--- config.mk ---
export PLATFORM = sky130hd
export DESIGN_NAME = layer_argmax_classifier
export DESIGN_NICKNAME = d
export VERILOG_FILES = /design/src/rtl/ecg_nn_pkg.sv /design/src/rtl/argmax_cmp_step.sv /design/src/rtl/layer_argmax_classifier.sv
export SDC_FILE = /design/constraint.sdc
export NUM_CORES = 1
export LEC_CHECK = 0
export ABC_AREA = 1
export BUFFER_PORTS_ARGS = -buffer_cell sky130_fd_sc_hd__buf_4
export CAP_MARGIN = 30
export CORE_UTILIZATION = 30
export DETAILED_ROUTE_END_ITERATION = 10
export PLACE_DENSITY = 0.54
export SYNTH_ARGS = -nofsm -noshare
export SYNTH_HDL_FRONTEND = slang
export SYNTH_SLANG_ARGS = --single-unit
--- constraint.sdc ---
create_clock -name clk -period 3.2 [get_ports clk]
set_input_delay 0.48 -clock clk [delete_from_list [all_inputs] [get_ports clk]]
set_output_delay 0.48 -clock clk [all_outputs]
set_load 0.01 [all_outputs]
--- src/rtl/ecg_nn_pkg.sv ---
// Shared definitions for the ECG network's classification stages.
// Holds the default vector geometry and the argmax FSM state encoding.
package ecg_nn_pkg;

    localparam int DEFAULT_NUM_CLASSES = 4;
    localparam int DEFAULT_DATA_W      = 16;

    typedef enum logic [1:0] {
        IDLE = 2'd0,
        SCAN = 2'd1,
        DONE = 2'd2
    } state_t;

endpackage

--- src/rtl/argmax_cmp_step.sv ---
// One step of the sequential argmax scan: folds element (elem, idx) into the
// running (max, class, tie) triple. Purely combinational.
module argmax_cmp_step
    import ecg_nn_pkg::*;
#(
    parameter int DATA_W = DEFAULT_DATA_W,
    parameter int IDX_W  = 2
) (
    input  logic [DATA_W-1:0] elem,
    input  logic [IDX_W-1:0]  idx,
    input  logic [DATA_W-1:0] cur_max,
    input  logic [IDX_W-1:0]  cur_class,
    input  logic              cur_tie,
    output logic [DATA_W-1:0] nxt_max,
    output logic [IDX_W-1:0]  nxt_class,
    output logic              nxt_tie
);

    // Strictly-greater keeps the lower index on ties.
    always_comb begin
        nxt_max   = cur_max;
        nxt_class = cur_class;
        nxt_tie   = cur_tie;
        if (idx == '0) begin
            nxt_max   = elem;
            nxt_class = idx;
            nxt_tie   = 1'b0;
        end else if (elem > cur_max) begin
            nxt_max   = elem;
            nxt_class = idx;
            nxt_tie   = 1'b0;
        end else if (elem == cur_max) begin
            nxt_tie   = 1'b1;
        end
    end

endmodule

--- src/rtl/layer_argmax_classifier.sv ---
// Final ECG classification stage: captures one vector of node outputs, scans it
// one element per cycle and presents class index, score, tie flag and sequence number.
module layer_argmax_classifier
    import ecg_nn_pkg::*;
#(
    parameter int  NUM_CLASSES = DEFAULT_NUM_CLASSES,
    parameter int  DATA_W      = DEFAULT_DATA_W,
    parameter int  SEQ_W       = 8,
    localparam int IDX_W       = $clog2(NUM_CLASSES)
) (
    input  logic                          clk,
    input  logic                          reset,
    input  logic                          in_valid,
    output logic                          in_ready,
    input  logic [NUM_CLASSES*DATA_W-1:0] in_data,
    output logic                          out_valid,
    input  logic                          out_ready,
    output logic [IDX_W-1:0]              out_class,
    output logic [DATA_W-1:0]             out_score,
    output logic                          out_tie,
    output logic [SEQ_W-1:0]              out_seq
);

    localparam logic [IDX_W-1:0] LAST_IDX = IDX_W'(NUM_CLASSES - 1);

    state_t state_q, state_d;

    logic [DATA_W-1:0] bank_q [NUM_CLASSES];
    logic [DATA_W-1:0] bank_d [NUM_CLASSES];
    logic [IDX_W-1:0]  idx_q, idx_d;

    logic [DATA_W-1:0] scan_max_q, scan_max_d;
    logic [IDX_W-1:0]  scan_class_q, scan_class_d;
    logic              scan_tie_q, scan_tie_d;

    logic              out_valid_q, out_valid_d;
    logic [IDX_W-1:0]  out_class_q, out_class_d;
    logic [DATA_W-1:0] out_score_q, out_score_d;
    logic              out_tie_q, out_tie_d;
    logic [SEQ_W-1:0]  seq_q, seq_d;

    logic [DATA_W-1:0] step_max;
    logic [IDX_W-1:0]  step_class;
    logic              step_tie;
    logic              accept;

    argmax_cmp_step #(
        .DATA_W (DATA_W),
        .IDX_W  (IDX_W)
    ) u_step (
        .elem      (bank_q[idx_q]),
        .idx       (idx_q),
        .cur_max   (scan_max_q),
        .cur_class (scan_class_q),
        .cur_tie   (scan_tie_q),
        .nxt_max   (step_max),
        .nxt_class (step_class),
        .nxt_tie   (step_tie)
    );

    // In DONE the slot frees on the same edge the consumer takes the result.
    assign in_ready = (state_q == IDLE) || ((state_q == DONE) && out_ready);
    assign accept   = in_valid && in_ready;

    always_comb begin
        state_d      = state_q;
        bank_d       = bank_q;
        idx_d        = idx_q;
        scan_max_d   = scan_max_q;
        scan_class_d = scan_class_q;
        scan_tie_d   = scan_tie_q;
        out_valid_d  = out_valid_q;
        out_class_d  = out_class_q;
        out_score_d  = out_score_q;
        out_tie_d    = out_tie_q;
        seq_d        = seq_q;

        case (state_q)
            IDLE: begin
                if (in_valid) begin
                    state_d = SCAN;
                end
            end
            SCAN: begin
                scan_max_d   = step_max;
                scan_class_d = step_class;
                scan_tie_d   = step_tie;
                idx_d        = idx_q + IDX_W'(1);
                if (idx_q == LAST_IDX) begin
                    state_d     = DONE;
                    idx_d       = '0;
                    out_valid_d = 1'b1;
                    out_class_d = step_class;
                    out_score_d = step_max;
                    out_tie_d   = step_tie;
                end
            end
            DONE: begin
                if (out_ready) begin
                    seq_d       = seq_q + SEQ_W'(1);
                    out_valid_d = 1'b0;
                    state_d     = in_valid ? SCAN : IDLE;
                end
            end
            default: begin
                state_d     = IDLE;
                out_valid_d = 1'b0;
            end
        endcase

        // New vectors are only sampled on the accepting edge.
        if (accept) begin
            for (int i = 0; i < NUM_CLASSES; i++) begin
                bank_d[i] = in_data[i*DATA_W +: DATA_W];
            end
            idx_d        = '0;
            scan_max_d   = '0;
            scan_class_d = '0;
            scan_tie_d   = 1'b0;
        end
    end

    always_ff @(posedge clk) begin
        if (reset) begin
            state_q      <= IDLE;
            for (int i = 0; i < NUM_CLASSES; i++) begin
                bank_q[i] <= '0;
            end
            idx_q        <= '0;
            scan_max_q   <= '0;
            scan_class_q <= '0;
            scan_tie_q   <= 1'b0;
            out_valid_q  <= 1'b0;
            out_class_q  <= '0;
            out_score_q  <= '0;
            out_tie_q    <= 1'b0;
            seq_q        <= '0;
        end else begin
            state_q      <= state_d;
            bank_q       <= bank_d;
            idx_q        <= idx_d;
            scan_max_q   <= scan_max_d;
            scan_class_q <= scan_class_d;
            scan_tie_q   <= scan_tie_d;
            out_valid_q  <= out_valid_d;
            out_class_q  <= out_class_d;
            out_score_q  <= out_score_d;
            out_tie_q    <= out_tie_d;
            seq_q        <= seq_d;
        end
    end

    assign out_valid = out_valid_q;
    assign out_class = out_class_q;
    assign out_score = out_score_q;
    assign out_tie   = out_tie_q;
    assign out_seq   = seq_q;

endmodule
== Word level (Yosys, flattened, before mapping) ==
Index checks and enable logic that the tools add are counted.

* Bitwise gates (word level): 2
* Reductions and logical operators: 10
* $lt $le $gt $ge: 2
* Multiplexer cells: 19
* Add/subtract/negate cells: 2
* Equal/unequal tests: 7

{| class="wikitable"
|+ Operator list
! operator !! count
|-
| $mux 16 || 4
|-
| $bmux 16 s2 || 1
|-
| $eq 16x16->1 || 1
|-
| $gt 16x16->1 || 1
|-
| $mux 2 || 6
|-
| $add 8x1->8 const B || 1
|-
| $mux 1 || 6
|-
| $ne 2x2->1 const B || 3
|-
| $pmux 2 s3 || 1
|-
| $reduce_and 3->1 || 2
|-
| $eq 2x2->1 const B || 2
|-
| $logic_not 2->1 || 2
|-
| $reduce_and 2->1 || 2
|-
| $ge 3x3->1 const B || 1
|-
| $not 2->3 || 1
|-
| $pmux 1 s3 || 1
|-
| $add 2x1->2 const B || 1
|-
| $eq 2x1->1 const B || 1
|-
| $logic_and 1x1->1 || 2
|-
| $reduce_or 2->1 || 1
|-
| $logic_or 1x1->1 || 1
|-
| $not 1->1 || 1
|}

* Flip-flop bits (word level): 115
* Word-level logic and storage cells: 56
* Output and inout port bits: 29
* Input port bits: 68

== Longest topological paths before layout ==
* Depth in word-level cells: 8
* Gate-level depth with buffers: 21
* Mapped depth without buffers: 18

== By module ==
From an unflattened synthesis, not the netlist that was laid out.

* Cell total of the unflattened synthesis: 885
* Area, all modules: 5784.3 µm²

{| class="wikitable"
|+ By module, submodules not included
! module !! area an instance (µm²) !! cells an instance !! times used
|-
| layer_argmax_classifier || 5051.1 || 750 || 1
|-
| argmax_cmp_step || 733.2 || 135 || 1
|}

== Worst setup path after synthesis ==
OpenSTA, ideal clock, no wires.

* Kind: reg2reg
* Start: register idx_q[0]
* End: register scan_max_q[8]
* Path buffers: 4
* Arrival: 2283 ps
* Slack: 861 ps
* Stages on the path, launching flop included: 17
* Cell sequence: dfxtp_1 > buf_2 > clkbuf_1 > o21ai_0 > o22ai_1 > ha_1 > a21oi_1 > o21ai_0 > a21oi_1 > nand2_2 > nand2_2 > buf_6 > buf_12 > nand3_2 > nand3_1 > nand2_1 > inv_1

* Cells in the longest elaborated chain, start to end: 7
* Elaborated cells on any way between the ends: 8
* Classes of those cells: order compare (1); mux (5); bitwise (1); reduce/logical (1)

{| class="wikitable"
|+ Ends and longest elaborated chain
! what !! line !! text
|-
| start: declaration || layer_argmax_classifier.sv:30 || <nowiki>logic [IDX_W-1:0] idx_q, idx_d;</nowiki>
|-
| start signal: assignment || layer_argmax_classifier.sv:141 || <nowiki>idx_q <= idx_d;</nowiki>
|-
| $not 2->3 (implied by the code) || layer_argmax_classifier.sv:51 || <nowiki>.elem (bank_q[idx_q]),</nowiki>
|-
| $bmux 16 s2 || layer_argmax_classifier.sv:51 ||
|-
| $mux 16 (implied by the code) (2 in a row) || layer_argmax_classifier.sv:51 ||
|-
| $gt 16x16->1 || argmax_cmp_step.sv:28 || <nowiki>end else if (elem > cur_max) begin</nowiki>
|-
| $mux 16 || argmax_cmp_step.sv:28 ||
|-
| $mux 16 (*) || argmax_cmp_step.sv:24 || <nowiki>if (idx == '0) begin</nowiki>
|-
| end signal: assignment || layer_argmax_classifier.sv:142 || <nowiki>scan_max_q <= scan_max_d;</nowiki>
|-
| end: declaration || layer_argmax_classifier.sv:32 || <nowiki>logic [DATA_W-1:0] scan_max_q, scan_max_d;</nowiki>
|}

Mark *: on every way between the ends. The rest lies on a longest branch, timed or not. The select of a mux whose other input is x is not followed.
A chain may end at the register's enable or synchronous reset.

== Worst setup path after layout ==
* Start: register idx_q[0]
* End: register scan_max_q[5]

The elaborated chain is that of the path after synthesis.

==> flow_summary.rst <==
.. list-table::
   :header-rows: 1

   * - Metric
     - Value
   * - Final wirelength
     - approximately 14,000 um
   * - Peak per-stage delay on the critical path
     - 0.34 ns
   * - Arr. time, crit path
     - 3.10 ns
   * - Worst-skew pair later-pin latency
     - about 0.42 ns
   * - Port Buffer Count
     - 96
   * - Path depth of the worst reg2reg path
     - 14
   * - Die span in y
     - around 140 um
   * - Endpoints failing setup
     - 0
   * - Width of the die
     - 137 um
   * - Power share of the combinational group
     - 14.9%
   * - Final worst path period need
     - around 2.7 ns
   * - Fraction of layout cells with a size suffix above 1
     - approximately a fifth
   * - Switching power
     - around 1.1 mW
   * - Cell type of the slowest stage on the worst timing path
     - sky130_fd_sc_hd__dfxtp_1
   * - DRC errors left
     - 0
   * - H-Tree Depth
     - 4
   * - Aggregate global-route resource usage
     - between 10% and 20%
   * - Final core utilization
     - 38.6%
   * - Part of the cycle the worst path needs
     - between 80% and 90%
   * - Setup TNS Final
     - 0 ns
   * - Area Overhead vs Synth
     - 25.8%
   * - Fraction of power consumed by sequential logic
     - about two fifths
   * - Max-cap violations
     - 0
   * - Hold Buf Count CTS
     - 0
   * - Biggest fanout along the worst timing path
     - 35
   * - Starting density of the core
     - between 30% and 40%
   * - Number of global-route vias before repair
     - about 4,600
   * - Worst Path Class, Setup
     - flip-flop to flip-flop
   * - Last weighted congestion value of the routability-driven placer
     - roughly 0.78
   * - CTS root buf
     - sky130_fd_sc_hd__clkbuf_16
   * - Endpoint of the worst hold path
     - bank_q[24]
   * - Number of diodes
     - 0
   * - Via density per instance
     - 4.57
   * - Number of nets in the final layout
     - a little over 900
   * - Mapped Area
     - about 5500 sq um
   * - Proportion of synthesized chip area in sequential cells
     - 41.8%
   * - Sinks on Clock Net
     - 115
   * - TritonCTS clock tree
     - yes
   * - Number of pins exceeding their max-slew limit in the final report
     - 0
   * - # IOs
     - 97
   * - Via total after detailed routing
     - slightly below 5,000
   * - Max Root-Sink Buffers
     - 2
   * - Unrepaired setup endpoints after global routing
     - false
   * - Number of cells traversed by the worst hold path
     - 3
   * - Clock-pin slew on the worst setup and hold paths
     - 0.06 ns
   * - Estimated wirelength of the detail-placed design
     - ~10000 um
   * - Setup slack of the worst register-to-register path
     - roughly 0.46 ns
   * - Clock group share of total power
     - between 40 and 50%
   * - Total overflow reported by the global router
     - 0
   * - Crit path capture type
     - flip-flop
   * - Worst R2R End
     - scan_max_q[5]
   * - Detailed Routing Iterations Pass 1
     - 5
   * - Standard-cell rows
     - around 50
   * - Startpoint kind of the worst setup timing path
     - flip-flop
   * - Gates resized, CTS repair
     - 0
   * - Largest net degree at the start of global routing
     - between 60 and 70
   * - Synth Net Count
     - ~860
   * - First-pass GRT wire length
     - approximately 23,000 um
   * - Gate Count Post-Synth
     - about 770
   * - Launch point of the worst hold path
     - in_data[40]
   * - Core area
     - ~18,000 sq um
   * - Avg Synthesized Cell Area
     - approximately 7.2 sq um
   * - Static Leak
     - 3.16 nW
   * - Slew at the pin closest to its max-slew limit
     - between 0.6 and 0.7 ns
   * - Cell area power density
     - approximately 580 nW/um^2
   * - Critical Path RT
     - 3.55 ns
   * - IR drop worst, VDD
     - approximately 0.38 mV
   * - Netlist cell types
     - 32
   * - Switching power as a share of total power
     - about 28%
   * - Hold Violations, Final
     - 0
   * - Detailed router's first-iteration violation count
     - 300
   * - Die area
     - between 15,000 and 20,000 sq um
   * - Warnings, synthesis
     - 0
   * - Total power of the final layout
     - 4.01 mW
   * - # Post-CTS Setup Buffers
     - 0
   * - Layout Skew
     - around 0.016 ns
   * - Reg-to-Reg Start
     - idx_q[0]
   * - Outcome
     - finished, final reports clean
   * - Number of antenna violations at the first check in global routing
     - 0
   * - Post-detailed-route wirelength per cell
     - around 13 um
   * - Number of synthesized register bits
     - around 120
   * - Highest Clock Rate
     - 0.365 GHz
   * - Remaining antenna violation count after routing
     - 0
   * - Crit-path cells
     - buf_4 > o21ai_0 > o22ai_1 > ha_1 > a21oi_1 > nand2_1 > a21oi_1 > nand2_2 > nand2_2 > buf_4 > nand3_1 > nand3_1 > nand2_1 > inv_1
   * - Class of the worst hold path
     - input port to flip-flop
   * - Total clock buffers created by CTS
     - 17
   * - Max-Slew Margin vs Limit
     - around 57%
   * - Internal cell power
     - 2.90 mW
   * - Filler cell count
     - 1,912
==> power groups by stage <==
stage / clock [mW] / combinational (mW) / sequential (mW)
5_1_grt: 1.95 / 0.684 / 1.58
2_1_floorplan: 0 / 0.461 / 1.58
4_1_cts: 1.88 / 0.605 / 1.57
3_3_place_gp: 0 / 0.598 / 1.60
6_report: 1.84 / 0.597 / 1.57
3_5_place_dp: 0 / 0.603 / 1.60
==> state kept, by name (all words and copies together), names as in the netlist <==
| signal | cells |
|---|---|
| idx_q | 2 |
| out_seq | 8 |
| bank_q | 64 |
| scan_max_q | 16 |
| out_tie | 1 |
| out_class | 2 |
| scan_tie_q | 1 |
| out_valid | 1 |
| scan_class_q | 2 |
| out_score | 16 |
| state_q | 2 |
==> placed cells by master (no fill, tap or decap), types with 2 or more instances in the layout <==
cell | netlist | final
sky130_fd_sc_hd__a21oi_1 | 35 | 35
sky130_fd_sc_hd__buf_4 | 4 | 106
sky130_fd_sc_hd__bufinv_16 | 0 | 2
sky130_fd_sc_hd__clkbuf_16 | 0 | 17
sky130_fd_sc_hd__clkinvlp_4 | 0 | 7
sky130_fd_sc_hd__dfxtp_1 | 115 | 115
sky130_fd_sc_hd__ha_1 | 19 | 19
sky130_fd_sc_hd__inv_1 | 73 | 73
sky130_fd_sc_hd__inv_2 | 8 | 8
sky130_fd_sc_hd__nand2_1 | 84 | 83
sky130_fd_sc_hd__nand2_2 | 3 | 4
sky130_fd_sc_hd__nand3_1 | 53 | 53
sky130_fd_sc_hd__nand3_2 | 10 | 10
sky130_fd_sc_hd__nor2_1 | 170 | 170
sky130_fd_sc_hd__nor2_4 | 2 | 2
sky130_fd_sc_hd__nor3_1 | 2 | 2
sky130_fd_sc_hd__nor3_2 | 2 | 2
sky130_fd_sc_hd__o21a_1 | 19 | 19
sky130_fd_sc_hd__o21ai_0 | 87 | 87
sky130_fd_sc_hd__o21ai_1 | 15 | 15
sky130_fd_sc_hd__o22ai_1 | 15 | 15
==> cell families after synthesis <==
group                    Yosys count  synth area share, %
AND/OR/NAND/NOR                  332                 26.5
flip-flops                       115                 41.8
adder cells (fa/ha/maj)           19                 4.32
buffers and inverters            128                 10.2
AO/OA/AOI/OAI                    174                 17.2
==> synth_stat cells <==
| library cell | n | area (sq um) |
|---|---|---|
| sky130_fd_sc_hd__nand2_1 | 84 | 315 |
| sky130_fd_sc_hd__nand2_2 | 3 | 18.8 |
| sky130_fd_sc_hd__nor3_1 | 2 | 10.0 |
| sky130_fd_sc_hd__buf_1 | 2 | 7.51 |
| sky130_fd_sc_hd__o211ai_1 | 1 | 7.51 |
| sky130_fd_sc_hd__nor2_2 | 1 | 6.26 |
| sky130_fd_sc_hd__a32oi_1 | 1 | 8.76 |
| sky130_fd_sc_hd__buf_12 | 1 | 20.0 |
| sky130_fd_sc_hd__nor3b_1 | 1 | 7.51 |
| sky130_fd_sc_hd__nor2_1 | 170 | 638 |
| sky130_fd_sc_hd__buf_2 | 21 | 105 |
| sky130_fd_sc_hd__a21oi_1 | 35 | 175 |
| sky130_fd_sc_hd__o21bai_1 | 1 | 7.51 |
| sky130_fd_sc_hd__nand4_1 | 1 | 6.26 |
| sky130_fd_sc_hd__ha_1 | 19 | 238 |
| sky130_fd_sc_hd__buf_6 | 3 | 33.8 |
| sky130_fd_sc_hd__nand3_1 | 53 | 265 |
| sky130_fd_sc_hd__o21a_1 | 19 | 143 |
| sky130_fd_sc_hd__clkbuf_1 | 16 | 60.1 |
| sky130_fd_sc_hd__nand3_4 | 1 | 17.5 |
| sky130_fd_sc_hd__nor3_2 | 2 | 20.0 |
| sky130_fd_sc_hd__o21ai_0 | 87 | 435 |
| sky130_fd_sc_hd__buf_4 | 4 | 30.0 |
| sky130_fd_sc_hd__dfxtp_1 | 115 | 2300 |
| sky130_fd_sc_hd__inv_1 | 73 | 274 |
| sky130_fd_sc_hd__o21ai_1 | 15 | 75.1 |
| sky130_fd_sc_hd__inv_2 | 8 | 30.0 |
| sky130_fd_sc_hd__nor4_4 | 1 | 21.3 |
| sky130_fd_sc_hd__nand3_2 | 10 | 100 |
| sky130_fd_sc_hd__o22ai_1 | 15 | 93.8 |
| sky130_fd_sc_hd__nand2_4 | 1 | 11.3 |
| sky130_fd_sc_hd__nor2_4 | 2 | 22.5 |
==> how the worst max path moves through the flow <==
| stage | startpoint | endpoint | slack [ns] |
|---|---|---|---|
| 2_1_floorplan | idx_q[0] | scan_max_q[8] | 0.86 |
| 3_3_place_gp | idx_q[0] | out_score[8] | 0.46 |
| 3_5_place_dp | idx_q[0] | out_score[5] | 0.45 |
| 4_1_cts | idx_q[0] | out_score[5] | 0.43 |
| 5_1_grt | idx_q[0] | scan_max_q[5] | 0.15 |
| 6_report | idx_q[0] | scan_max_q[5] | 0.46 |
==> worst max-delay path, delay by kind of cell, from the launching register on <==
kind / cells / cell delay [ns]
buf+inv: 3 / 0.64
simple gates: 6 / 0.61
flops: 1 / 0.34
fa+ha+maj: 1 / 0.32
compound gates: 4 / 0.76
==> layout make-up <==
class / instances / area [sq um] / share of cell area (%)
Tap cell: 229 / 287 / 4.14
Timing Repair Buffer: 107 / 816 / 11.8
Clock inverter: 12 / 135 / 1.95
Multi-Input combinational cell: 525 / 2650 / 38.2
Clock buffer: 18 / 439 / 6.34
Sequential cell: 115 / 2300 / 33.2
Inverter: 81 / 304 / 4.39
==> metal layers <==
metal	share of wire (%)	routed length, um	track usage, %	vias to the layer above
met5	0	0	0	-
met3	4.1	581	3.61	14
met2	43	6030	23.1	102
li1	-	-	-	2641
met1	51	7240	22.2	2208
met4	1.5	211	5.49	0
==> metrics by stage <==
| stage | hold slack (ns) | worst slack, ns | instance area [sq um] | std cells |
|---|---|---|---|---|
| 2_1_floorplan | 0.449 | 0.861 | 5510 | 768 |
| 3_3_place_gp | 0.460 | 0.457 | 6350 | 1057 |
| 3_5_place_dp | 0.463 | 0.452 | 6350 | 1057 |
| 4_1_cts | 0.289 | 0.426 | 6930 | 1087 |
| 5_1_grt | 0.298 | 0.153 | 6930 | 1087 |
| 6_report | 0.302 | 0.458 | 6930 | 1087 |
Power figures use the tool's default switching activity.
